<file path="config.mk">
export PLATFORM = sky130hd
export DESIGN_NAME = mult_div_unit
export DESIGN_NICKNAME = d
export VERILOG_FILES = /design/src/rtl/mult_div_unit.sv
export SDC_FILE = /design/constraint.sdc
export NUM_CORES = 1
export LEC_CHECK = 0
export CORE_UTILIZATION = 39
export DETAILED_ROUTE_END_ITERATION = 8
export RECOVER_POWER = 100
export SYNTH_ARGS = -nofsm -noshare
export SYNTH_HDL_FRONTEND = slang
export SYNTH_SLANG_ARGS = --single-unit
export TNS_END_PERCENT = 5
</file>
<file path="constraint.sdc">
create_clock -name clk_i -period 5.1 [get_ports clk_i]
set_input_delay 0.51 -clock clk_i [delete_from_list [all_inputs] [get_ports clk_i]]
set_output_delay 0.51 -clock clk_i [all_outputs]
set_load 0.03 [all_outputs]
</file>
<file path="src/rtl/mult_div_unit.sv">
// Iterative 32-step MULT/MULTU/DIV/DIVU unit with HI/LO result registers.
// Define MULT_DIV_UNIT_DIV_EN to include the restoring divider datapath.
module mult_div_unit #(
    parameter int WIDTH = 32
) (
    input  logic             clk_i,
    input  logic             rst_i,
    input  logic             start_i,
    input  logic [1:0]       op_i,
    input  logic [WIDTH-1:0] rs_data_i,
    input  logic [WIDTH-1:0] rt_data_i,
    output logic             busy_o,
    output logic             done_o,
    output logic [WIDTH-1:0] hi_o,
    output logic [WIDTH-1:0] lo_o,
    output logic             div_zero_o,
    output logic             illegal_o
);
    localparam int CW = $clog2(WIDTH);
    localparam logic [CW-1:0] LAST = CW'(WIDTH - 1);

    typedef enum logic [1:0] {IDLE, CALC, FIX} state_e;

    state_e             state_q;
    logic [CW-1:0]      cnt_q;
    logic [WIDTH-1:0]   mc_q;
    logic [2*WIDTH-1:0] acc_q;
    logic [2*WIDTH-1:0] acc_d;
    logic               neg_q;
    logic               busy_q;
    logic               done_q;
    logic               dz_q;
    logic               ill_q;
    logic [WIDTH-1:0]   hi_q;
    logic [WIDTH-1:0]   lo_q;

    logic               rs_neg;
    logic               rt_neg;
    logic [WIDTH-1:0]   rs_mag;
    logic [WIDTH-1:0]   rt_mag;
    logic [WIDTH:0]     mul_sum;
    logic [2*WIDTH-1:0] prod;

    always_comb begin
        rs_neg = ~op_i[0] & rs_data_i[WIDTH-1];
        rt_neg = ~op_i[0] & rt_data_i[WIDTH-1];
        rs_mag = rs_neg ? -rs_data_i : rs_data_i;
        rt_mag = rt_neg ? -rt_data_i : rt_data_i;
    end

    // acc = {partial product, remaining multiplier bits}, shifted right
    assign mul_sum = {1'b0, acc_q[2*WIDTH-1:WIDTH]}
                   + {1'b0, {WIDTH{acc_q[0]}} & mc_q};
    assign prod = neg_q ? -acc_q : acc_q;

`ifdef MULT_DIV_UNIT_DIV_EN
    logic               div_q;
    logic               rneg_q;
    logic [WIDTH-1:0]   rs_q;
    logic [WIDTH:0]     rem_sh;
    logic [WIDTH:0]     diff;
    logic [WIDTH-1:0]   quo;
    logic [WIDTH-1:0]   rem;

    // acc = {remainder, dividend/quotient bits}, shifted left
    assign rem_sh = acc_q[2*WIDTH-1:WIDTH-1];
    assign diff   = rem_sh - {1'b0, mc_q};
    assign quo    = neg_q ? -acc_q[WIDTH-1:0] : acc_q[WIDTH-1:0];
    assign rem    = rneg_q ? -acc_q[2*WIDTH-1:WIDTH]
                           : acc_q[2*WIDTH-1:WIDTH];

    always_comb begin
        acc_d = {mul_sum, acc_q[WIDTH-1:1]};
        if (div_q) begin
            if (diff[WIDTH])
                acc_d = {rem_sh[WIDTH-1:0], acc_q[WIDTH-2:0], 1'b0};
            else
                acc_d = {diff[WIDTH-1:0], acc_q[WIDTH-2:0], 1'b1};
        end
    end
`else
    assign acc_d = {mul_sum, acc_q[WIDTH-1:1]};
`endif

    always_ff @(posedge clk_i or posedge rst_i) begin
        if (rst_i) begin
            state_q <= IDLE;
            cnt_q   <= '0;
            mc_q    <= '0;
            acc_q   <= '0;
            neg_q   <= 1'b0;
            busy_q  <= 1'b0;
            done_q  <= 1'b0;
            dz_q    <= 1'b0;
            ill_q   <= 1'b0;
            hi_q    <= '0;
            lo_q    <= '0;
`ifdef MULT_DIV_UNIT_DIV_EN
            div_q   <= 1'b0;
            rneg_q  <= 1'b0;
            rs_q    <= '0;
`endif
        end else begin
            done_q <= 1'b0;
            dz_q   <= 1'b0;
            ill_q  <= 1'b0;
            unique case (state_q)
                IDLE: begin
                    if (start_i) begin
`ifndef MULT_DIV_UNIT_DIV_EN
                        if (op_i[1]) ill_q <= 1'b1;
                        else
`endif
                        begin
                            state_q <= CALC;
                            busy_q  <= 1'b1;
                            cnt_q   <= '0;
                            neg_q   <= rs_neg ^ rt_neg;
                            mc_q    <= op_i[1] ? rt_mag : rs_mag;
                            acc_q   <= {{WIDTH{1'b0}},
                                        op_i[1] ? rs_mag : rt_mag};
`ifdef MULT_DIV_UNIT_DIV_EN
                            div_q   <= op_i[1];
                            rneg_q  <= rs_neg;
                            rs_q    <= rs_data_i;
`endif
                        end
                    end
                end
                CALC: begin
                    acc_q <= acc_d;
                    cnt_q <= cnt_q + 1'b1;
                    if (cnt_q == LAST) state_q <= FIX;
                end
                FIX: begin
                    state_q <= IDLE;
                    busy_q  <= 1'b0;
                    done_q  <= 1'b1;
`ifdef MULT_DIV_UNIT_DIV_EN
                    if (div_q && mc_q == '0) begin
                        hi_q <= rs_q;
                        lo_q <= '1;
                        dz_q <= 1'b1;
                    end else if (div_q) begin
                        hi_q <= rem;
                        lo_q <= quo;
                    end else
`endif
                    begin
                        hi_q <= prod[2*WIDTH-1:WIDTH];
                        lo_q <= prod[WIDTH-1:0];
                    end
                end
                default: state_q <= IDLE;
            endcase
        end
    end

    assign busy_o     = busy_q;
    assign done_o     = done_q;
    assign hi_o       = hi_q;
    assign lo_o       = lo_q;
    assign div_zero_o = dz_q;
    assign illegal_o  = ill_q;
endmodule

</file>
==> metrics.md, run 1 <==
| Metric | Value |
|---|---|
| Cell family with most CP delay | buffers and inverters |
| Global-route wire length before repair | 48300 um |
| Routed WL | 29200 um |
| VDD IR max | 0.266 mV |
| Clock transition at path regs | 0.07 ns |
| Final hold vios | 0 |
| EDFF count, synth | 0 |
| Largest net degree at the start of global routing | 124 |
| Reg2reg end | mc_q[1]$_DFFE_PP0P_ |
| Die area | 0.0287 mm^2 |
| Io pins | 137 |
| # diodes | 0 |
| Largest cells by area after synthesis | dfrtp_1 (39%), o21ai_0 (7.3%), xor2_1 (7.3%) |
| Final setup skew | 0.0114 ns |
| R2R setup slack | 1.14 ns |
| Routability Congestion | 0.900 |
| CTS sink cnt | 171 |
| Max_slew headroom | -122% |
| Yosys Warn Count | 0 |
| Mean area per synthesized cell | 8.49 um^2 |
| Hold-fix buffers, CTS | 0 |
| R2R depth | 6 |
| Via/cell ratio | 5.35 |
| CTS buffer count | 17 |
| Syn-to-layout area delta | 20.1% |
| Post-route ant nets | 0 |
| Worst R2R Start | state_q[0]$_DFFE_PP0P_ |
| Die W | 169 um |
| Fin nets | 1482 |
| Top post-synthesis cells by count | nand2_1 (192), dfrtp_1 (171), o21ai_0 (160) |
| Synth unique cells | 64 |
| Vias | 9414 |
| Fin crit share | 80.3% |
| CP max stage delay | 2.35 ns |
| Antenna violations before repair | 0 |
| Row count | 60 |
| Slowest CP cell | clkbuf_1 |
| RSZ-0062 raised after global routing | no |
| Final Setup Violations | 0 |
| TNS Setup | 0 ns |
| Filler Cell Count | 2622 |
| Drt wl/cell | 16.6 um |
| Worst Path Arrival | 4.26 ns |
| CP endpoint kind | flop |
| Max-cap violation count | 5 |
| CTS tree | yes |
| Post-CTS resize count | 0 |
| Status | complete, but fails checks |
| Worst-path fanout max | 77 |
| Violations in the final reports | max-capacitance violations, max-slew violations |
| Post-synth top area cell | dfrtp_1 |
| Die Span Y | 169 um |
| Synthesized area | 0.0109 mm^2 |
| Root buffer cell | clkbuf_16 |
| Leakage | 5.53 nW |
| Initial core utilization | 40.2% |
| HP Start | hi_o[20]$_DFFE_PP0P_ |
| First-pass DRT Iterations | 5 |
| Worst Hold Depth | 2 |
| Critical path launch point type | primary input |
| Hold Path Class | flop to flop |
| Number of global-route vias before repair | 9178 |
| Seq/Total Area, Yosys | 39.2% |
| Cell chain of the critical path | dlygate4sd3_1 -> nor2b_1 -> nor2_1 -> or2_2 -> clkbuf_1 -> o21ai_0 |
| Total grt overflow | 0 |
| CP required | 5.26 ns |
| Most numerous cell in the Yosys netlist | nand2_1 |
| Slew Viols, Final | 350 |
| Ys async rst share | 100% |
| DR iter-0 viols | 627 |
| Clock Latency Late Sink | 0.44 ns |
| WP buf/inv | 2 |
| Min cycle time layout | 4.09 ns |
| Worst Hold End | hi_o[20]$_DFFE_PP0P_ |
| Overall routing resource usage | 21.2% |
| Post-Syn Nets | 1393 |
| Share of layout cells above drive strength 1 | 4.76% |
| Final hold slack | 0.472 ns |
| Port bufs | 135 |
| Worst Max-Slew Pin Slew | 3.33 ns |
| DP HPWL | 21400 um |
| DRC Markers | 0 |
| Crit path kind | primary input to flop |
| Core Area | 0.0272 mm^2 |
| Cell area power density | 592 mW/mm^2 |
| FF+latch count, synth | 171 |
| Post-synth top area share | 39.2% |
| Dominant synthesized flop cell | dfrtp_1 |
| Achievable Freq | 244 MHz |
| Post CTS Setup Buffer Count | 0 |
| Clock Tree Buf Depth | 2 |
| Synth Instances | 1286 |
| CTS H-tree depth | 4 |
## kinds of logic after synthesis
logic type / after synthesis / synth area share, %
XOR/XNOR: 143 / 11.5
adder cells (fa/ha/maj): 38 / 4.42
flip-flops: 171 / 39.2
multiplexers: 1 / 0.0917
AO/OA/AOI/OAI: 393 / 21.5
AND/OR/NAND/NOR: 444 / 20.0
buffers and inverters: 95 / 3.30
other: 1 / 0.0344
## how the worst max path moves through the flow
stage	startpoint	end	depth (start not counted)
2_1_floorplan	acc_q[0]$_DFFE_PP0P_	acc_q[53]$_DFFE_PP0P_	13
3_3_place_gp	acc_q[0]$_DFFE_PP0P_	acc_q[48]$_DFFE_PP0P_	10
3_5_place_dp	acc_q[0]$_DFFE_PP0P_	acc_q[53]$_DFFE_PP0P_	11
4_1_cts	acc_q[0]$_DFFE_PP0P_	acc_q[48]$_DFFE_PP0P_	10
5_1_grt	start_i	acc_q[20]$_DFFE_PP0P_	6
6_report	start_i	acc_q[8]$_DFFE_PP0P_	6
## flip-flops by register name, indices dropped and copies added (netlist names)
signal / cells
acc_q: 64
hi_o: 32
lo_o: 32
mc_q: 32
cnt_q: 5
state_q: 2
busy_o: 1
done_o: 1
illegal_o: 1
neg_q: 1
## power breakdown
group	switching, mW	internal, mW	leakage (nW)
clock network	0.590	0.747	0.297
registers	0.673	1.89	2.18
logic	2.24	1.63	3.06
## per-stage QoR
stage | setup WS [ns] | utilization, % | power, mW | cell area [um^2] | std cells
after floorplan | 1.95 | - | 5.33 | 10900 | 1286
after global placement | 1.50 | 46.1 | 6.39 | 12500 | 1728
after detailed placement | 1.35 | 46.1 | 6.46 | 12500 | 1728
after CTS | 1.31 | 48.3 | 7.83 | 13100 | 1760
after global routing | 0.558 | 48.3 | 8.45 | 13100 | 1760
final | 1.01 | 48.3 | 7.77 | 13100 | 1760
## worst min-delay path: stages, from the launching register on
cell and delay [ns]:
dfrtp_1 0.34, nand2_1 0.05, o21ai_0 0.06
## final cells by class
cell class,instances,area [um^2],area share [%]
Timing Repair Buffer,141,1400,10.7
Clock buffer,18,439,3.35
Multi-Input combinational cell,1020,6280,47.9
Clock inverter,14,158,1.20
Sequential cell,171,4280,32.6
Tap cell,372,465,3.55
Inverter,24,91.3,0.696
## layer usage
layer	global-route usage, %	wire length (um)	share of wire (%)	up-vias
met3	3.17	1370	4.7	41
met1	30.3	14300	49	4429
met5	0	0	0	-
met2	32.3	12900	44	219
li1	-	-	-	4725
met4	7.48	624	2.1	0
## placed cells by master (no fill, tap or decap), drive strengths merged, types with 40 or more instances in the layout
cell	instances
o21ai	202
nand2	194
dfrtp	171
xor2	91
a21oi	71
dlygate4sd3	69
nor2	67
clkdlybuf4s50	66
xnor2	52
and2	40
(Power assumes the default switching activity.)
==> run 2, diff against run 1 <==
clock period = 3.67 ns   (was 5.1 ns; I/O delays follow)
==> run 2 against run 1 <==
- the flow still finishes with violations (max-capacitance violations, max-slew violations)
- die area unchanged
- first-iteration DRC count rose by 7.3%
- register-to-register slack lost 0.79 ns
- non-clock buffer count rose by 15
- utilization is 0.20 points higher
- flip-flop and latch count unchanged
- final cell count rose by 0.85%
- power is 38% higher
- cell area increased by 0.41%
- critical path type is now flop to flop
==> metrics.md, run 2 (synthesized netlist as in run 1, its figures left out) <==
| Metric | Value |
|---|---|
| CTS sink cnt | 171 (unchanged) |
| Worst Path Arrival | 3.62 ns (-0.64 ns) |
| CTS buffer count | 17 (unchanged) |
| Clock transition at path regs | 0.07 ns (about the same) |
| Overall routing resource usage | 20.8% (-0.37 points) |
| Placed standard-cell area | 0.0127 mm^2 (+1.0%) |
| Layout Cells excl Fill | 1775 (+0.85%) |
| Min cycle time layout | 3.32 ns |
| Crit path kind | flop to flop |
| Io pins | 137 (unchanged) |
| Die W | 169 um (unchanged) |
| Die area | 0.0287 mm^2 (unchanged) |
| Worst Hold End | mc_q[20]$_DFFE_PP0P_ |
| Most common cell after layout, fill and taps aside | nand2_1 |
| Largest net degree at the start of global routing | 126 (+1.6%) |
| Clock Latency Late Sink | 0.43 ns (about the same) |
| R2R depth | 3 (-3) |
| DR iter-0 viols | 673 (+7.3%) |
| Final Setup Violations | 0 (unchanged) |
| Antenna violations before repair | 0 (unchanged) |
| RSZ-0062 raised after global routing | no |
| CTS H-tree depth | 4 (unchanged) |
| Clock Tree Buf Depth | 2 (unchanged) |
| Achievable Freq | 301 MHz |
| Multi-input logic area | 0.00628 mm^2 (about the same) |
| Worst R2R Start | state_q[1]$_DFFE_PP0P_ |
| HP Start | mc_q[20]$_DFFE_PP0P_ |
| Most frequent cells in the layout | nand2_1 (192), o21ai_0 (190), dfrtp_1 (170), xor2_1 (91), a21oi_1 (71) |
| Final hold slack | 0.474 ns (+0.00210 ns) |
| Initial core utilization | 40.2% (unchanged) |
| Cell area power density | 812 mW/mm^2 (+37%) |
| Post-CTS resize count | 0 (unchanged) |
| Syn-to-layout area delta | 20.6% |
| Post-route ant nets | 0 (unchanged) |
| Critical path launch point type | flop |
| Fin crit share | 90.6% |
| Slew Viols, Final | 213 (-39%) |
| Share of layout cells above drive strength 1 | 5.35% (+0.59 points) |
| Routability Congestion | 0.899 (-0.16%) |
| VDD IR max | 0.398 mV (+49%) |
| Hold-fix buffers, CTS | 0 (unchanged) |
| Register with the most flip-flops | acc_q |
| Leakage | 5.56 nW (+0.51%) |
| Global-route wire length before repair | 47600 um (-1.6%) |
| Number of global-route vias before repair | 9016 (-1.8%) |
| Max-cap violation count | 3 (-2) |
| Core Area | 0.0272 mm^2 (unchanged) |
| Hold Path Class | flop to flop |
| Finished Cell Area | 0.0132 mm^2 (+0.41%) |
| Worst-path fanout max | 40 (-48%) |
| FF+latch area | 0.00428 mm^2 (unchanged) |
| Via/cell ratio | 5.33 (-0.42%) |
| Root buffer cell | clkbuf_16 |
| Worst Hold Depth | 2 (unchanged) |
| CTS tree | yes |
| Drt wl/cell | 16.3 um (-1.6%) |
| Final hold vios | 0 (unchanged) |
| Port bufs | 135 (unchanged) |
| Fin nets | 1497 (+1.0%) |
| First-pass DRT Iterations | 5 (unchanged) |
| CP endpoint kind | flop |
| Total grt overflow | 0 (unchanged) |
| Filler Cell Count | 2673 (+1.9%) |
| Violations in the final reports | max-capacitance violations, max-slew violations |
| Vias | 9454 (+0.42%) |
| Die Span Y | 169 um (unchanged) |
| R2R setup slack | 0.35 ns (-0.79 ns) |
| Max reg flops | 64 (unchanged) |
| Status | complete, but fails checks |
| Post CTS Setup Buffer Count | 0 (unchanged) |
| Final setup skew | 0.0138 ns (+0.00246 ns) |
| DP HPWL | 21500 um (+0.35%) |
| # diodes | 0 (unchanged) |
| Max_slew headroom | -66.5% (+56 points) |
| TNS Setup | 0 ns (unchanged) |
| CP required | 3.96 ns (-1.30 ns) |
| Worst Max-Slew Pin Slew | 2.50 ns (-0.835 ns) |
| Row count | 60 (unchanged) |
| Routed WL | 29000 um (-0.71%) |
| Placed Cells | 1743 (+0.87%) |
| Reg2reg end | acc_q[15]$_DFFE_PP0P_ |
| DRC Markers | 0 (unchanged) |
run 2: changes by cell type in the layout (fill, tap and decap cells not counted), moves of 2 or more:
| cell | previous run | this run |
|---|---|---|
| buf_4 | 2 | 11 |
| and2_0 | 0 | 5 |
| clkinvlp_4 | 0 | 2 |
| clkbuf_2 | 0 | 2 |
| bufinv_16 | 2 | 0 |
| clkbuf_1 | 3 | 6 |
| and2_1 | 40 | 35 |
run 2: metal layers:
metal	vias to the layer above	wire (um)	part of all wire, %	GRT usage (%)
li1	4769	-	-	-
met5	-	0	0	0
met3	24	1180	4.1	2.24
met1	4434	14500	50	30.8
met4	0	337	1.2	5.68
met2	227	12900	45	32.1
run 2: where the power goes:
part / leakage [nW] / internal [mW] / switching [mW]
Combinational: 3.11 / 2.27 / 3.11
Clock: 0.273 / 0.920 / 0.822
Sequential: 2.18 / 2.62 / 0.947
Total: 5.56 / 5.81 / 4.87
run 2: cell type report:
cell class                      instances  area share (%)
Clock buffer                           19            3.44
Clock inverter                         13           0.808
Inverter                               24           0.694
Multi-Input combinational cell       1020            47.7
Sequential cell                       171            32.5
Tap cell                              372            3.53
Timing Repair Buffer                  156            11.3
run 2: through the flow:
stage / total power, mW / util [%] / worst slack, ns
2_1_floorplan: 7.41 / - / 0.520
3_3_place_gp: 8.96 / 46.6 / 0.549
3_5_place_dp: 9.04 / 46.6 / 0.458
4_1_cts: 10.8 / 48.6 / 0.439
5_1_grt: 11.6 / 48.5 / 0.0807
6_report: 10.7 / 48.5 / 0.346
run 2: how the worst max path moves through the flow:
stage                                start               endpoint  slack (ns)  cells past startpoint
global placement      acc_q[0]$_DFFE_PP0P_  acc_q[60]$_DFFE_PP0P_        0.55                      9
detailed placement    acc_q[0]$_DFFE_PP0P_  acc_q[60]$_DFFE_PP0P_        0.46                      9
finish              state_q[1]$_DFFE_PP0P_  acc_q[15]$_DFFE_PP0P_        0.35                      3
floorplan             acc_q[0]$_DFFE_PP0P_  acc_q[53]$_DFFE_PP0P_        0.52                     13
CTS                   acc_q[0]$_DFFE_PP0P_  acc_q[60]$_DFFE_PP0P_        0.44                      9
global route        state_q[1]$_DFFE_PP0P_  acc_q[10]$_DFFE_PP0P_        0.08                      3
run 2: worst max-delay path: stages, from the launching register on:
cell and delay [ns]:
dfrtp_1 0.61, or2_0 1.82, buf_4 0.58, o21ai_0 0.17
